`config.mk`:
```
export PLATFORM = sky130hd
export DESIGN_NAME = divide_tokens_multi
export DESIGN_NICKNAME = d
export VERILOG_FILES = /design/src/rtl/divide_tokens_multi.sv
export SDC_FILE = /design/constraint.sdc
export NUM_CORES = 1
export LEC_CHECK = 0
export ABC_AREA = 1
export BUFFER_PORTS_ARGS = -buffer_cell sky130_fd_sc_hd__buf_2
export CAP_MARGIN = 20
export CORE_ASPECT_RATIO = 1.4
export CORE_MARGIN = 1.5
export CORE_UTILIZATION = 28
export DETAILED_ROUTE_END_ITERATION = 6
export GPL_ROUTABILITY_DRIVEN = 0
export HOLD_SLACK_MARGIN = 0.15
export PLACE_DENSITY = 0.49
export SYNTH_ARGS = -nofsm -noshare
export SYNTH_HDL_FRONTEND = slang
export SYNTH_SLANG_ARGS = --single-unit
```
`constraint.sdc`:
```
create_clock -name clk -period 2.8 [get_ports clk]
set_input_delay 0.42 -clock clk [delete_from_list [all_inputs] [get_ports clk]]
set_output_delay 0.42 -clock clk [all_outputs]
set_load 0.01 [all_outputs]
```
`src/rtl/divide_tokens_multi.sv`:
```
// Multi-channel runtime-programmable token divider: each channel emits one
// output token per div_reg input tokens, on the first or last token of a group.
module divide_tokens_multi #(
  parameter int N_CH  = 4,
  parameter int CNT_W = 8
) (
  input  logic                    clk,
  input  logic                    rst,
  input  logic                    cfg_we,
  input  logic [CNT_W-1:0]        cfg_div,
  input  logic                    cfg_mode,
  input  logic [N_CH-1:0]         clr,
  input  logic [N_CH-1:0]         a,
  output logic [N_CH-1:0]         b,
  output logic [N_CH*CNT_W-1:0]   cnt,
  output logic [N_CH-1:0]         busy
);

  logic [CNT_W-1:0] div_reg;
  logic             mode_reg;
  logic [CNT_W-1:0] last_val;
  logic             chan_en;

  // Reset default of divide-by-two in LAST mode gives halve-tokens behaviour.
  always_ff @(posedge clk or negedge rst) begin
    if (!rst) begin
      div_reg  <= CNT_W'(2);
      mode_reg <= 1'b0;
    end else if (cfg_we) begin
      div_reg  <= cfg_div;
      mode_reg <= cfg_mode;
    end
  end

  // For div_reg=0 last_val wraps to all ones, but chan_en masks every use.
  assign last_val = div_reg - CNT_W'(1);
  assign chan_en  = (div_reg != '0);

  genvar gi;
  generate
    for (gi = 0; gi < N_CH; gi++) begin : g_ch
      logic [CNT_W-1:0] cnt_reg;
      logic [CNT_W-1:0] cnt_next;
      logic             at_last;
      logic             take;

      assign at_last = (cnt_reg == last_val);
      assign take    = a[gi] & ~cfg_we & ~clr[gi] & chan_en;

      always_comb begin
        cnt_next = cnt_reg;
        if (cfg_we || clr[gi] || !chan_en) begin
          cnt_next = '0;
        end else if (a[gi]) begin
          cnt_next = at_last ? '0 : cnt_reg + CNT_W'(1);
        end
      end

      always_ff @(posedge clk or negedge rst) begin
        if (!rst) begin
          cnt_reg <= '0;
        end else begin
          cnt_reg <= cnt_next;
        end
      end

      // With div_reg=1 both mode conditions reduce to cnt_reg==0, so b follows a.
      assign b[gi]                     = take & (mode_reg ? (cnt_reg == '0) : at_last);
      assign cnt[gi*CNT_W +: CNT_W]    = cnt_reg;
      assign busy[gi]                  = (cnt_reg != '0);
    end
  endgenerate

endmodule

```
# Word-level counts from Yosys, hierarchy flattened
# Index checks and enable logic that the tools add are counted.
# Widths: inputs -> output; s select.
[totals]
reg_bits = 41
inputBits = 20
out_inout_bits = 40
[op_classes]
addsub = 5
n_eq_ne = 4
n_mux = 16
n_bitwise = 21
reduce_logical = 22
[ops]
columns = ["op", "count"]
rows = [
  ["$mux 8", 12],
  ["$reduce_bool 8->1", 5],
  ["$add 8x1->8 const B", 4],
  ["$eq 8x8->1", 4],
  ["$logic_not 8->1", 4],
  ["$and 1x1->1", 16],
  ["$logic_or 1x1->1", 8],
  ["$reduce_bool 2->1", 4],
  ["$sub 8x1->8 const B", 1],
  ["$not 1->1", 5],
  ["$mux 1", 4],
  ["$logic_not 1->1", 1],
]

# Longest topological paths before layout
[depth]
ltp_word = 5
ltp_mapped = 15
depth_no_buf = 13

# Worst setup path after synthesis
# No wires, ideal clock.
[synth_path]
path_kind = "register to output"
startpoint = "reg div_reg[0]"
endpoint = "out b[1]"
arrival_ns = 1.815
t_required_ns = 2.380
path_slack_ns = 0.565
path_stages_with_launch = 15
n_path_buf = 2
cell_sequence = "dfrtp_1 > buf_2 > inv_2 > ha_1 > buf_2 > inv_1 > nand2_1 > nand2_1 > nand2_1 > nand2_1 > nor2_1 > nand2_1 > nor2_1 > nand3_2 > a21oi_1"
[synth_between]
elab_chain_cells = 4
elab_cells_between_ends = 6
[synth_rtl]
columns = ["item", "line_no", "text"]
rows = [
  ["from (decl)", "19", "logic [CNT_W-1:0] div_reg;"],
  ["from (signal assigned)", "30", "div_reg <= cfg_div;"],
  ["$sub 8x1->8", "36", "assign last_val = div_reg - CNT_W'(1);"],
  ["$eq 8x8->1", "47", "assign at_last = (cnt_reg == last_val);"],
  ["$mux 1", "68", "assign b[gi] = take & (mode_reg ? (cnt_reg == '0) : at_last);"],
  ["$and 1x1->1 *", "68", ""],
  ["to (decl)", "14", "output logic [N_CH-1:0] b,"],
]
# Every way passes the cells marked *; elsewhere a longest branch is shown, timed or not.

# Final worst setup path
[layout_path]
startpoint = "reg div_reg[1]"
endpoint = "out b[2]"
# The elaborated chain is that of the path after synthesis.

==> flow_summary_export.csv <==
group,metric,value,unit
floorplanning,die_h,129,um
routing,firstDrtPassIters,4,
synth,synth_cells,477,
sta,relSlewSlack,35.7,%
critical_path,critPathArrivalTime,2.20,ns
final_layout,drive_gt1_share,18.1,%
synth,synthDistinctLibCells,26,
critical_path,path_max_fanout,9,
clock_network,clk_pin_slew_worst_paths,0.06,ns
routing,via_count,3268,
floorplanning,start_util,29.1,%
power_and_ir_drop,peakVddDrop,0.000217,V
synth,ys_warn_count,0,
critical_path,cp-endpoint,"b[2]",
sta,worst_pin_slew,0.964,ns
grt,grt_pass1_wl,16.0,mm
routing,drc,0,
grt,grt_start_max_net_pins,42,
clock_network,cts_buffers,5,
grt,grt_pass1_vias,3079,
clock_network,ctsHtreeMaxLevel,2,
critical_path,worstPathRequired,2.38,ns
sta,post-route-period-util,93.7,%
routing,ant_nets,0,
critical_path,critPathCaptureType,"output port",
sta,hold_violations,0,
synth,synthTopCellsByArea,"dfrtp_1 31%, nand2_1 22%, nand3_1 7.7%",
grt,overflow,0,
sta,setup_tns,0,ns
critical_path,r2r_cells,11,
sta,fmax,381,MHz
synth,synth_area_leader_cell,"dfrtp_1",
placement,portBuffers,59,
synth,avgSynthCellArea,6.69,sq um
clock_network,insertion_delay,0.29,ns
routing,routed_wl,9.70,mm
sta,setup_violations,0,
sta,rsz0062_at_grt,"no",
floorplanning,core_area,11000,sq um
floorplanning,row_count,45,
flow_run,drv_cap,0,
sta,setup_ws,0.178,ns
placement,hpwl,7.47,mm
hold_path,hold_class,"input pin to asynchronous set/reset pin",
floorplanning,die_area,12100,sq um
sta,finClkSkew,0.00564,ns
synth,syn-cell-area,3190,sq um
critical_path,ff2ff_setup_slack,0.81,ns
final_layout,final_cell_area,3850,sq um
synth,ys_ff_latch,41,
final_layout,diodes,0,
routing,drt-vias-per-instance,4.79,
final_layout,largest_reg_flops,32,
placement,pre_cts_ws,0.103,ns
placement,dpl-instance-area,3650,sq um
sta,slew_viol_final,0,
synth,synth_top_area_share,31.4,%
floorplanning,ios,60,
run_status,status,"finished, final reports clean",
routing,drt_first_iter_violations,154,
critical_path,path_class,"flop to output port",
critical_path,critPathLaunch,"div_reg[1]$_DFFE_PN1P_",
final_layout,finalNetCount,569,
sta,min_period,2.62,ns
grt,antenna_found_initial,0,
floorplanning,die_w,93.2,um
routing,wl_per_cell,14.2,um
critical_path,start_kind,"flop",
clock_network,cts_tree,"built",
power_and_ir_drop,power.density,391,nW/um^2
synth,synth.net_count,506,
clock_network,clockBufferDepth,2,
synth,seq_area_frac_synth,32.2,%
final_layout,syn_to_final_growth,20.5,%
grt,grt_use_total,17.2,%
power_and_ir_drop,p_leak,1.94,nW
critical_path,r2r-start,"div_reg[1]$_DFFE_PN1P_",
critical_path,reg2reg_to,"g_ch[3].cnt_reg[3]$_DFFE_PN0P_",
final_layout,fin_util,35.0,%
clock_network,clockRootBuffer,"clkbuf_16",
clock_network,cts_sinks,41,
-- cell type report --
class / instances / area [sq um]
clock buffers: 6 / 129
clock inverters: 2 / 10.0
fillers: 1232 / 7130
inverters: 44 / 170
multi-input cells: 384 / 2000
flip-flops and latches: 41 / 1030
well taps: 141 / 176
repair buffers: 64 / 333
-- cells by family after synthesis --
kind of cell,count (synthesis),synth area share [%]
fa+ha+maj,9,3.53
buf+inv,52,6.27
flops,41,32.2
simple gates,330,47.2
compound gates,13,2.04
xor+xnor,32,8.78
-- cell usage after synthesis (all sizes together) --
cell,n
nor4,4
nor3,6
nand2,184
xnor2,5
a21oi,4
nor2,63
clkbuf,6
dfstp,1
dfrtp,40
buf,2
nand3,54
o21ai,9
xor2,27
inv,44
ha,9
nand3b,8
nand4,11
-- per-layer routing --
metal	vias to the layer above	global-route usage [%]	wire length, um
met1	1533	22.2	4300
met4	0	6.86	298
met5	-	0	0
met2	82	28.3	4620
li1	1636	-	-
met3	17	2.82	483
-- how the worst min path moves through the flow --
stage                                       from                              to  slack (ns)  cells past startpoint
after floorplan                              rst          div_reg[0]$_DFFE_PN0P_        0.12                      0
after global placement    div_reg[1]$_DFFE_PN1P_          div_reg[1]$_DFFE_PN1P_        0.52                      2
after detailed placement  div_reg[1]$_DFFE_PN1P_          div_reg[1]$_DFFE_PN1P_        0.55                      2
after CTS                                    rst  g_ch[3].cnt_reg[0]$_DFFE_PN0P_        0.33                      1
after global routing                  cfg_div[4]          div_reg[4]$_DFFE_PN0P_        0.36                      3
final                                        rst  g_ch[3].cnt_reg[1]$_DFFE_PN0P_        0.29                      1
-- power by group --
part           switching (mW)  internal (mW)
registers              0.0280          0.609
clock network           0.236          0.328
logic                   0.203          0.100
-- timing repair --
item	in CTS	in global routing
pin swaps	1	0
gates resized for setup	3	6
buffers inserted	1	2
hold buffers	0	0
setup endpoints to repair	4	3
-- placed cells by master (no fill, tap or decap), types with 2 or more instances in the layout --
| master | instances |
|---|---|
| nand3b_1 | 4 |
| xnor2_1 | 5 |
| a21oi_1 | 4 |
| nor2_2 | 2 |
| nand4_1 | 10 |
| buf_4 | 5 |
| nand3_2 | 3 |
| clkinv_2 | 2 |
| nor3_4 | 4 |
| ha_1 | 8 |
| inv_1 | 41 |
| o21ai_0 | 9 |
| inv_4 | 2 |
| buf_2 | 59 |
| nand2_2 | 2 |
| dfrtp_1 | 39 |
| nor4_1 | 4 |
| nor2_1 | 58 |
| xor2_1 | 27 |
| nand3_4 | 2 |
| nor3_1 | 2 |
| nand3_1 | 49 |
| nand3b_2 | 4 |
| clkbuf_16 | 5 |
| nor2_4 | 2 |
| nand2_1 | 182 |
-- worst max-delay path: stages, from the launching register on --
cell and delay [ns]:
dfstp_2 0.55, inv_1 0.09, ha_4 0.33, xor2_1 0.14
nand2_1 0.07, nor2_1 0.10, nand2_1 0.07, nor2_2 0.13
nand3_4 0.15, a21oi_1 0.15, buf_2 0.14
-- stage by stage --
step | power (mW) | hold slack (ns) | instances
6_report | 1.50 | 0.291 | 682
4_1_cts | 1.51 | 0.331 | 680
2_1_floorplan | 0.825 | 0.124 | 477
3_3_place_gp | 0.933 | 0.523 | 671
3_5_place_dp | 0.936 | 0.545 | 671
5_1_grt | 1.58 | 0.357 | 682
Note: power is estimated with default switching activity, not from simulation.
